**config.mk**
```make
export PLATFORM = sky130hd
export DESIGN_NAME = mem_port_arbiter
export DESIGN_NICKNAME = d
export VERILOG_FILES = /design/src/rtl/mem_port_arbiter.sv
export SDC_FILE = /design/constraint.sdc
export NUM_CORES = 1
export LEC_CHECK = 0
export ABC_AREA = 1
export CORE_AREA = 5 5 187 189
export CTS_CLUSTER_DIAMETER = 100
export DETAILED_ROUTE_END_ITERATION = 12
export DIE_AREA = 0 0 192 194
export GPL_ROUTABILITY_DRIVEN = 1
export PLACE_DENSITY = 0.59
export SETUP_SLACK_MARGIN = 0.02
export SLEW_MARGIN = 30
export SYNTH_ARGS = -nofsm -noshare
export SYNTH_HDL_FRONTEND = slang
export SYNTH_SLANG_ARGS = --single-unit
```
**constraint.sdc**
```tcl
create_clock -name clk -period 1.8 [get_ports clk]
set_input_delay 0.36 -clock clk [delete_from_list [all_inputs] [get_ports clk]]
set_output_delay 0.36 -clock clk [all_outputs]
set_load 0.01 [all_outputs]
```
**src/rtl/mem_port_arbiter.sv**
```systemverilog
// Shares one memory port between instruction fetch and load/store, data first.
// Define MEM_ARB_FAIRNESS_EN to bound fetch starvation with a data-grant streak counter.
module mem_port_arbiter #(
  parameter int unsigned ADDR_W          = 64,
  parameter int unsigned DATA_W          = 64,
  parameter int unsigned MAX_DATA_STREAK = 4
) (
  input  logic              clk,
  input  logic              reset,
  input  logic              i_req,
  input  logic [ADDR_W-1:0] i_addr,
  output logic [31:0]       i_rdata,
  output logic              i_done,
  input  logic              d_req,
  input  logic              d_we,
  input  logic [ADDR_W-1:0] d_addr,
  input  logic [DATA_W-1:0] d_wdata,
  output logic [DATA_W-1:0] d_rdata,
  output logic              d_done,
  output logic              mem_req,
  output logic              mem_we,
  output logic [ADDR_W-1:0] mem_addr,
  output logic [DATA_W-1:0] mem_wdata,
  input  logic [DATA_W-1:0] mem_rdata,
  input  logic              mem_ack,
  output logic              busy,
  output logic              owner
);

  typedef enum logic [1:0] {IDLE, BUSY, RESP} state_t;

  state_t state;
  logic   grant_d;
  logic   grant_i;
  logic   force_i;

  if (MAX_DATA_STREAK < 1 || MAX_DATA_STREAK > 15) begin : g_bad_streak
    $error("MAX_DATA_STREAK must be in 1..15");
  end

`ifdef MEM_ARB_FAIRNESS_EN
  localparam logic [3:0] STREAK_MAX = 4'(MAX_DATA_STREAK);

  logic [3:0] streak;

  assign force_i = i_req && d_req && (streak == STREAK_MAX);

  // Counts data grants that bypassed a waiting fetch; only evaluated in IDLE.
  always_ff @(posedge clk or negedge reset) begin
    if (!reset) begin
      streak <= '0;
    end else if (state == IDLE) begin
      if (grant_i || !i_req)
        streak <= '0;
      else if (grant_d)
        streak <= streak + 4'd1;
    end
  end
`else
  assign force_i = 1'b0;
`endif

  assign grant_d = d_req && !force_i;
  assign grant_i = i_req && !grant_d;

  always_ff @(posedge clk or negedge reset) begin
    if (!reset) begin
      state     <= IDLE;
      mem_req   <= 1'b0;
      mem_we    <= 1'b0;
      mem_addr  <= '0;
      mem_wdata <= '0;
      i_rdata   <= '0;
      d_rdata   <= '0;
      i_done    <= 1'b0;
      d_done    <= 1'b0;
      busy      <= 1'b0;
      owner     <= 1'b0;
    end else begin
      i_done <= 1'b0;
      d_done <= 1'b0;
      case (state)
        IDLE: begin
          if (grant_d || grant_i) begin
            owner     <= grant_d;
            mem_req   <= 1'b1;
            mem_we    <= grant_d & d_we;
            mem_addr  <= grant_d ? d_addr : i_addr;
            mem_wdata <= grant_d ? d_wdata : '0;
            busy      <= 1'b1;
            state     <= BUSY;
          end
        end
        BUSY: begin
          if (mem_ack) begin
            mem_req <= 1'b0;
            if (!owner)
              i_rdata <= mem_rdata[31:0];
            else if (!mem_we)
              d_rdata <= mem_rdata;
            i_done <= !owner;
            d_done <= owner;
            state  <= RESP;
          end
        end
        RESP: begin
          busy  <= 1'b0;
          state <= IDLE;
        end
        default: state <= IDLE;
      endcase
    end
  end

endmodule

```
==> run metrics, run 1 <==
status=completed; Starting DRT DRC Count=between 300 and 400; Sw Pwr=slightly above 9 mW; FMAX=0.610 GHz; final-stage net count=~1900; Power, Total=between 20 and 25 mW; TritonCTS clock tree=done; initial antenna violation count=3; DP HPWL=between 20 and 30 mm; Port-buffer cells=slightly below 500; Setup crit end=mem_addr[20]; WP data arrival=1280 ps; CTS Buffer Depth=3; netlist area before placement=roughly 0.0097 sq mm; GRT overflow=0; Yosys reg bits=232; worst reg2reg endpoint=mem_wdata[52]$_DFFE_PN0P_; Synth Net Count=1456; Cell Rows=67; postcts setup bufs=0; P_int=15.2 mW; layout cells sized above 1=0.0482; YS warnings=0; gpl congestion=between 0.8 and 0.9; die height=194 um; crit path from=mem_addr[20]$_DFFE_PN0P_; final setup fails=0; clk slew on worst S/H paths=60 ps; Synth Instances=around 1200; setup TNS=0 ps; Post-DP Area=between 0.015 and 0.02 sq mm; H-tree depth=1; count of cell types in the netlist=13; DRC Markers=0; die area=0.0372 sq mm; clock group share of total power=0.223; startpoint type of the worst setup path=flip-flop; Core Box Area=0.0331 sq mm; via count=around 9300; Clock Sink Count=between 200 and 250; delay of the slowest critical-path stage=a little under 400 ps; TritonCTS buffer count=27; fin crit share=0.910; Synth-to-Final Area Change=64.3%; post-route cell area=around 0.016 sq mm; WL/cell=around 17 um; family with the most delay on the worst path=buffers and inverters; diodes inserted=0; vias in the first global route=9369; first-pass GRT wire length=~56 mm; Max Clock Skew=slightly below 6 ps; P_leak=between 8 and 9 nW; Worst path depth=1; Worst R2R Path Depth=4; CTS root buffer=clkbuf_16; worst min-delay path class=in -> reg; largest net degree at the start of global routing=125; RSZ-0062 raised after global routing=no; P per Cell Area=1530 mW/mm^2; post-synthesis sequential area ratio=0.599; worst-path fanout max=2; critical path class=reg -> out; CP max stage cell=dlygate4sd2_1; Worst Setup End Kind=output pin; Initial Utilization=0.292; maximum vdd drop=about 560 uV; worst r2r src=state[0]$_DFFE_PN0P_; DRT Pass-1 Iters=4; Rel. slew slack=0.665; MaxCap Viol Count=0; critical-path cell list=dlygate4sd2_1; Sw Share=0.375; Routed WL=36.8 mm; worst slew pin tran=503 ps; die width=192 um; Seq pwr share=0.362; worst skew pair latency=520 ps; Tot GR Track Use=0.191; Slew Limit Fails=0; synthesized area per cell=8.11 sq um; Critical Path RT=between 1000 and 1500 ps; Logic pwr share=0.415; final hold violation count=0; # IOs=about 500; remaining antenna violation count=0; Vias/cell=~4.3; FF-to-FF setup slack=approximately 320 ps; WP buf/inv=1; fin crit period=1640 ps
-- synthesized netlist by cell type, drive strengths merged --
library cell / number / area (sq um)
buf: 49 / 265
nand2: 685 / 2570
nand3: 67 / 335
nor2: 6 / 27.5
clkbuf: 17 / 63.8
dfrtp: 232 / 5810
o21ai: 68 / 352
inv: 70 / 263
-- layout by cell type, fill, tap and decap left out, types with 3 or more instances in the layout --
master,synthesis,final
buf_12,0,16
buf_4,8,18
clkbuf_1,17,9
clkbuf_16,0,27
clkbuf_8,0,5
clkdlybuf4s50_1,0,259
clkinv_2,0,3
dfrtp_1,232,232
dlygate4sd2_1,0,230
inv_1,69,69
nand2_1,684,684
nand3_1,67,66
nor2_1,4,4
o21ai_0,67,67
-- power by group through the flow --
stage / clock [mW] / combinational, mW / sequential, mW
finish: 5.40 / 10.1 / 8.79
global route: 5.81 / 11.2 / 9.11
CTS: 5.58 / 10.3 / 8.82
detailed placement: 0 / 11.9 / 8.96
global placement: 0 / 11.8 / 8.90
floorplan: 0 / 3.47 / 9.89
-- worst min path at each step --
stage	endpoint	start	slack [ps]	cells past startpoint
finish	owner$_DFFE_PN0P_	d_req	140	3
detailed placement	d_rdata[43]$_DFFE_PN0P_	reset	310	1
global route	owner$_DFFE_PN0P_	d_req	140	3
floorplan	busy$_DFFE_PN0P_	reset	60	0
CTS	owner$_DFFE_PN0P_	d_req	100	3
global placement	d_rdata[43]$_DFFE_PN0P_	reset	310	1
-- sequential cells by signal, indices dropped and copies added (netlist names) --
name       cells
d_done         1
owner          1
busy           1
mem_addr      64
mem_we         1
state          2
mem_req        1
mem_wdata     64
i_rdata       32
i_done         1
d_rdata       64
-- worst register-to-register path: stages, from the launching register on --
cell     delay (ps)
dfrtp_1         430
nor2_4          250
buf_4           470
nand3_1         150
nand2_1         110
-- final cells by class --
| cell class | count | area (sq um) |
|---|---|---|
| Clock buffer | 41 | 778 |
| Clock inverter | 8 | 100 |
| Fill cell | 3233 | 17200 |
| Inverter | 70 | 263 |
| Multi-Input combinational cell | 826 | 3300 |
| Sequential cell | 232 | 5810 |
| Tap cell | 448 | 561 |
| Timing Repair Buffer | 526 | 5100 |
-- cell families after synthesis --
| family | count (synthesis) | share of synthesized area |
|---|---|---|
| buffers and inverters | 136 | 0.0611 |
| AO/OA/AOI/OAI | 68 | 0.0363 |
| AND/OR/NAND/NOR | 758 | 0.303 |
| flip-flops | 232 | 0.599 |
-- stage by stage --
step | util | setup WS [ps] | cells | hold slack [ps]
after floorplan | - | 548 | 1194 | 64.4
after global placement | 0.462 | 159 | 2101 | 310
after detailed placement | 0.462 | 118 | 2101 | 308
after CTS | 0.480 | 102 | 2151 | 102
after global routing | 0.480 | 78.0 | 2151 | 144
final | 0.480 | 161 | 2151 | 136
-- layer usage --
layer	GRT usage	share of wire	routed length [um]
met1	0.234	0.39	14400
met2	0.332	0.49	18000
met3	0.0616	0.10	3740
met4	0.0365	0.017	622
met5	0	0.00054	20
-- what timing repair did --
| action | 4_1_cts | 5_1_grt |
|---|---|---|
| endpoints found under the setup margin | 230 | 0 |
| resized for setup | 230 | 0 |
| hold endpoints to repair | 40 | 0 |
| hold buffers | 1 | 0 |
Power figures use the tool's default switching activity.
==> inputs of run 2 (changes only) <==
CTS_CLUSTER_SIZE = 8   (was not set)
==> run metrics, run 2 (synthesis results as in run 1) <==
Critical Path RT=around 1400 ps; TritonCTS clock tree=done; worst slew pin tran=a little over 500 ps; diodes inserted=0; die height=about 190 um; Slew Limit Fails=0; RSZ-0062 raised after global routing=no; die area=around 0.037 sq mm; Starting DRT DRC Count=approximately 390; final setup fails=0; Worst Setup End Kind=output pin; FMAX=approximately 0.58 GHz; Hold Crit Depth=3; WP buf/inv=1; H-tree depth=2; worst r2r src=state[0]$_DFFE_PN0P_; beginning of the worst hold path=d_req; DRC Markers=0; P_leak=between 9 and 10 nW; die width=between 150 and 200 um; fin crit share=0.960; gpl congestion=slightly below 0.9; crit path from=mem_wdata[18]$_DFFE_PN0P_; Cell Rows=67; Max Clock Skew=approximately 14 ps; layout cells sized above 1=0.0467; Initial Utilization=0.292; Rel. slew slack=0.662; cell count after placement=about 2100; DRT Pass-1 Iters=5; FF-to-FF setup slack=about 320 ps; Synth-to-Final Area Change=68.4%; Port-buffer cells=491; CTS Buffer Depth=3; family with the most delay on the worst path=buffers and inverters; MaxCap Viol Count=0; Routed WL=between 30 and 40 mm; worst reg2reg endpoint=mem_wdata[52]$_DFFE_PN0P_; Hold Path Sink=owner$_DFFE_PN0P_; status=completed; worst skew pair latency=between 400 and 500 ps; CTS root buffer=clkbuf_16; P per Cell Area=1540 mW/mm^2; Non-Filler Instances=between 2000 and 2500; Vias/cell=approximately 4.4; initial antenna violation count=3; CP max stage cell=clkdlybuf4s50_1; WL/cell=17.4 um; Tot GR Track Use=0.193; critical path class=reg -> out; vias in the first global route=~9500; Clock Sink Count=about 230; setup TNS=0 ps; leading cell type in the layout, fill and taps excluded=nand2_1; clk slew on worst S/H paths=50 ps; most frequent cells in the layout=nand2_1 (684), clkdlybuf4s50_1 (285), dfrtp_1 (232), dlygate4sd2_1 (119), dlymetal6s2s_1 (85); final-stage net count=approximately 2000; remaining antenna violation count=0; worst min-delay path class=in -> reg; via count=between 9000 and 10000; fin crit period=~1700 ps; startpoint type of the worst setup path=flip-flop; postcts setup bufs=0; critical-path cell list=clkdlybuf4s50_1; first-pass GRT wire length=~56 mm; TritonCTS buffer count=34; maximum vdd drop=roughly 570 uV; Core Box Area=0.0331 sq mm; worst-path fanout max=2; Worst R2R Path Depth=4; largest registers=d_rdata x64, mem_addr x64, mem_wdata x64; largest net degree at the start of global routing=about 130; delay of the slowest critical-path stage=~560 ps; WP data arrival=1370 ps; fill count=about 3100; # IOs=just under 500; DP HPWL=roughly 28 mm; GRT overflow=0; final hold violation count=0
==> run 2: cell count changes in the layout (fill, tap and decap cells not counted), sizes merged, moves of 3 or more <==
cell,previous run,this run
clkbuf,41,37
clkdlybuf4s50,259,285
clkinv,3,0
dlygate4sd2,230,119
dlymetal6s2s,0,85
==> run 2: what timing repair did <==
item	in CTS	in global routing
endpoints found under the hold margin	40	0
pin swaps	0	0
endpoints found under the setup margin	119	85
resized for setup	119	85
hold buffers	1	0
==> run 2: power by group <==
part | internal (mW) | switching, mW | total (mW)
Combinational | 4.90 | 5.75 | 10.6
Sequential | 7.56 | 1.26 | 8.82
Clock | 3.57 | 2.11 | 5.68
Total | 16.0 | 9.13 | 25.2
==> run 2: routing by layer <==
layer	vias up	wire, um	track usage	part of all wire
li1	4624	-	-	-
met1	4264	14600	0.230	0.39
met2	375	18200	0.332	0.49
met3	53	3650	0.0690	0.098
met4	4	844	0.0491	0.023
met5	-	20	0	0.00054
==> run 2: metrics by stage <==
step / setup WS [ps] / utilization / cell area, sq um / hold slack [ps] / total power [mW]
global placement: 159 / 0.462 / 15300 / 310 / 20.7
detailed placement: 118 / 0.462 / 15300 / 308 / 20.9
finish: 71.4 / 0.493 / 16300 / 167 / 25.2
CTS: 20.7 / 0.486 / 16100 / 149 / 25.9
global route: 20.6 / 0.493 / 16300 / 187 / 27.0
floorplan: 548 / - / 9690 / 64.4 / 13.4
==> run 2: area by class of cell <==
cell class | instances | area (sq um) | share of cell area
clock buffers | 37 | 926 | 0.0568
inverters | 70 | 263 | 0.0161
multi-input cells | 826 | 3300 | 0.203
flip-flops and latches | 232 | 5810 | 0.356
well taps | 448 | 561 | 0.0344
repair buffers | 526 | 5450 | 0.334
==> run 2: worst max path at each step <==
| stage | depth (start not counted) | end | slack, ps |
|---|---|---|---|
| after global routing | 1 | mem_addr[6] | 20 |
| after global placement | 5 | state[0]$_DFFE_PN0P_ | 160 |
| after detailed placement | 8 | i_rdata[20]$_DFFE_PN0P_ | 120 |
| final | 1 | mem_wdata[18] | 70 |
| after floorplan | 6 | mem_addr[61]$_DFFE_PN0P_ | 550 |
| after CTS | 1 | i_rdata[15] | 20 |
==> inputs of run 3 (changes only) <==
DONT_BUFFER_PORTS = 1   (was not set)
PLACE_DENSITY = 0.4   (was 0.59)
==> run metrics, run 3 (synthesis results as in run 1) <==
status=finished with violations; violated checks=hold timing; Cell Rows=67; die width=around 190 um; die height=roughly 190 um; worst slew pin tran=approximately 690 ps; Sw Pwr=8.24 mW; worst min-delay path class=in -> async; largest net degree at the start of global routing=233; CTS Buffer Depth=3; leading cell type in the layout, fill and taps excluded=nand2_1; fill count=3485; critical path class=reg -> out; Max Clock Skew=a little under 8 ps; fin crit share=0.813; maximum vdd drop=499 uV; final setup fails=0; WP buf/inv=1; family with the most delay on the worst path=flip-flops; met2 wire len=around 16 mm; Clock Sink Count=232; startpoint type of the worst setup path=flip-flop; Sw Share=0.394; worst skew pair latency=around 490 ps; worst-path fanout max=5; final-stage net count=around 1500; DRC Markers=0; Core Box Area=0.0331 sq mm; Power, Total=between 20 and 25 mW; Vias/cell=~4.5; P per Cell Area=roughly 1700 mW/mm^2; Starting DRT DRC Count=approximately 320; P_int=around 13 mW; Routed WL=roughly 33 mm; Worst Setup End Kind=output pin; first-pass GRT wire length=roughly 49 mm; initial antenna violation count=1; TritonCTS clock tree=done; fin crit period=roughly 1500 ps; final hold violation count=around 230; critical-path cell list=buf_4; P_leak=approximately 6.4 nW; FMAX=0.684 GHz; DP HPWL=between 20 and 25 mm; remaining antenna violation count=0; final worst slack=337 ps; DRT Pass-1 Iters=4; layout cells sized above 1=0.0431; GRT overflow=0; Worst path depth=1; CP max stage cell=dfrtp_1; WL/cell=about 19 um; Tot GR Track Use=0.165; RSZ-0062 raised after global routing=no; Initial Utilization=0.292; Seq pwr share=0.516; met3 routed WL=about 3.9 mm; gpl congestion=between 0.7 and 0.8; H-tree depth=2; Logic pwr share=0.219; most frequent cells in the layout=nand2_1 (684), dfrtp_1 (232), dlygate4sd3_1 (99), inv_1 (69), o21ai_0 (67); DR top layer=met4; Critical Path RT=about 1400 ps; final hold slack=-429 ps; # IOs=around 490; die area=around 0.037 sq mm; Slew Limit Fails=0; vias in the first global route=~8000; delay of the slowest critical-path stage=around 430 ps; WP data arrival=about 1100 ps; worst reg2reg endpoint=mem_addr[22]$_DFFE_PN0P_; Port-buffer cells=0; largest registers=d_rdata x64, mem_addr x64, mem_wdata x64; via count=roughly 8000; worst r2r src=state[0]$_DFFE_PN0P_; Rel. slew slack=0.542; CTS root buffer=clkbuf_16; FF-to-FF setup slack=about 380 ps; Worst R2R Path Depth=6; M1 WL=~12 mm; MaxCap Viol Count=0; Setup WS pre-CTS=approximately 380 ps; clock group share of total power=0.265; clk slew on worst S/H paths=50 ps; setup TNS=0 ps; Finished Core Util=0.363; TritonCTS buffer count=34; Synth-to-Final Area Change=24.0%
run 3: cell count changes in the layout (fill, tap and decap cells not counted), sizes merged, moves of 2 or more:
cell           before  now
dlygate4sd2       119    0
buf                36   13
clkdlybuf4s50     285    0
dlygate4sd3         1   99
clkbuf             37   35
dlymetal6s2s       85    0
run 3: final cells by class:
cell class | instances | area [sq um] | area share
sequential | 232 | 5810 | 0.483
multi-input combinational | 826 | 3300 | 0.275
timing repair buffer | 112 | 1190 | 0.0990
clock buffer | 35 | 876 | 0.0729
tap | 448 | 561 | 0.0467
inverter | 70 | 263 | 0.0219
clock inverter | 1 | 8.76 | 0.000729
antenna | 1 | 2.50 | 0.000208
run 3: power by group through the flow:
| stage | sequential (mW) | combinational (mW) | clock [mW] |
|---|---|---|---|
| floorplan | 9.89 | 3.47 | 0 |
| global placement | 11.0 | 4.36 | 0 |
| detailed placement | 10.9 | 4.52 | 0 |
| CTS | 10.9 | 4.70 | 5.75 |
| global route | 11.1 | 5.37 | 5.97 |
| finish | 10.8 | 4.57 | 5.55 |
run 3: what timing repair did:
| action | CTS | global route |
|---|---|---|
| resized for setup | 0 | 0 |
| hold buffers | 96 | 3 |
| buffers inserted | 0 | 0 |
| endpoints found under the hold margin | 359 | 235 |
run 3: routing by layer:
layer,track usage,up-vias
met3,0.0758,44
met2,0.280,355
met5,0,-
li1,-,3777
met4,0.0425,0
met1,0.190,3601
run 3: per-stage QoR:
step	cells	instance area [sq um]	hold WS, ps
4_1_cts	1721	12000	-467
2_1_floorplan	1194	9690	64.4
3_5_place_dp	1589	10100	70.2
3_3_place_gp	1589	10100	70.3
5_1_grt	1724	12000	-465
6_report	1725	12000	-429
run 3: worst max path at each step:
stage | from | to | slack [ps]
after floorplan | state[0]$_DFFE_PN0P_ | mem_addr[61]$_DFFE_PN0P_ | 550
after global placement | state[0]$_DFFE_PN0P_ | mem_addr[50]$_DFFE_PN0P_ | 400
after detailed placement | state[0]$_DFFE_PN0P_ | mem_addr[50]$_DFFE_PN0P_ | 380
after CTS | owner$_DFFE_PN0P_ | owner | 300
after global routing | state[0]$_DFFE_PN0P_ | i_rdata[24]$_DFFE_PN0P_ | 230
final | owner$_DFFE_PN0P_ | owner | 340
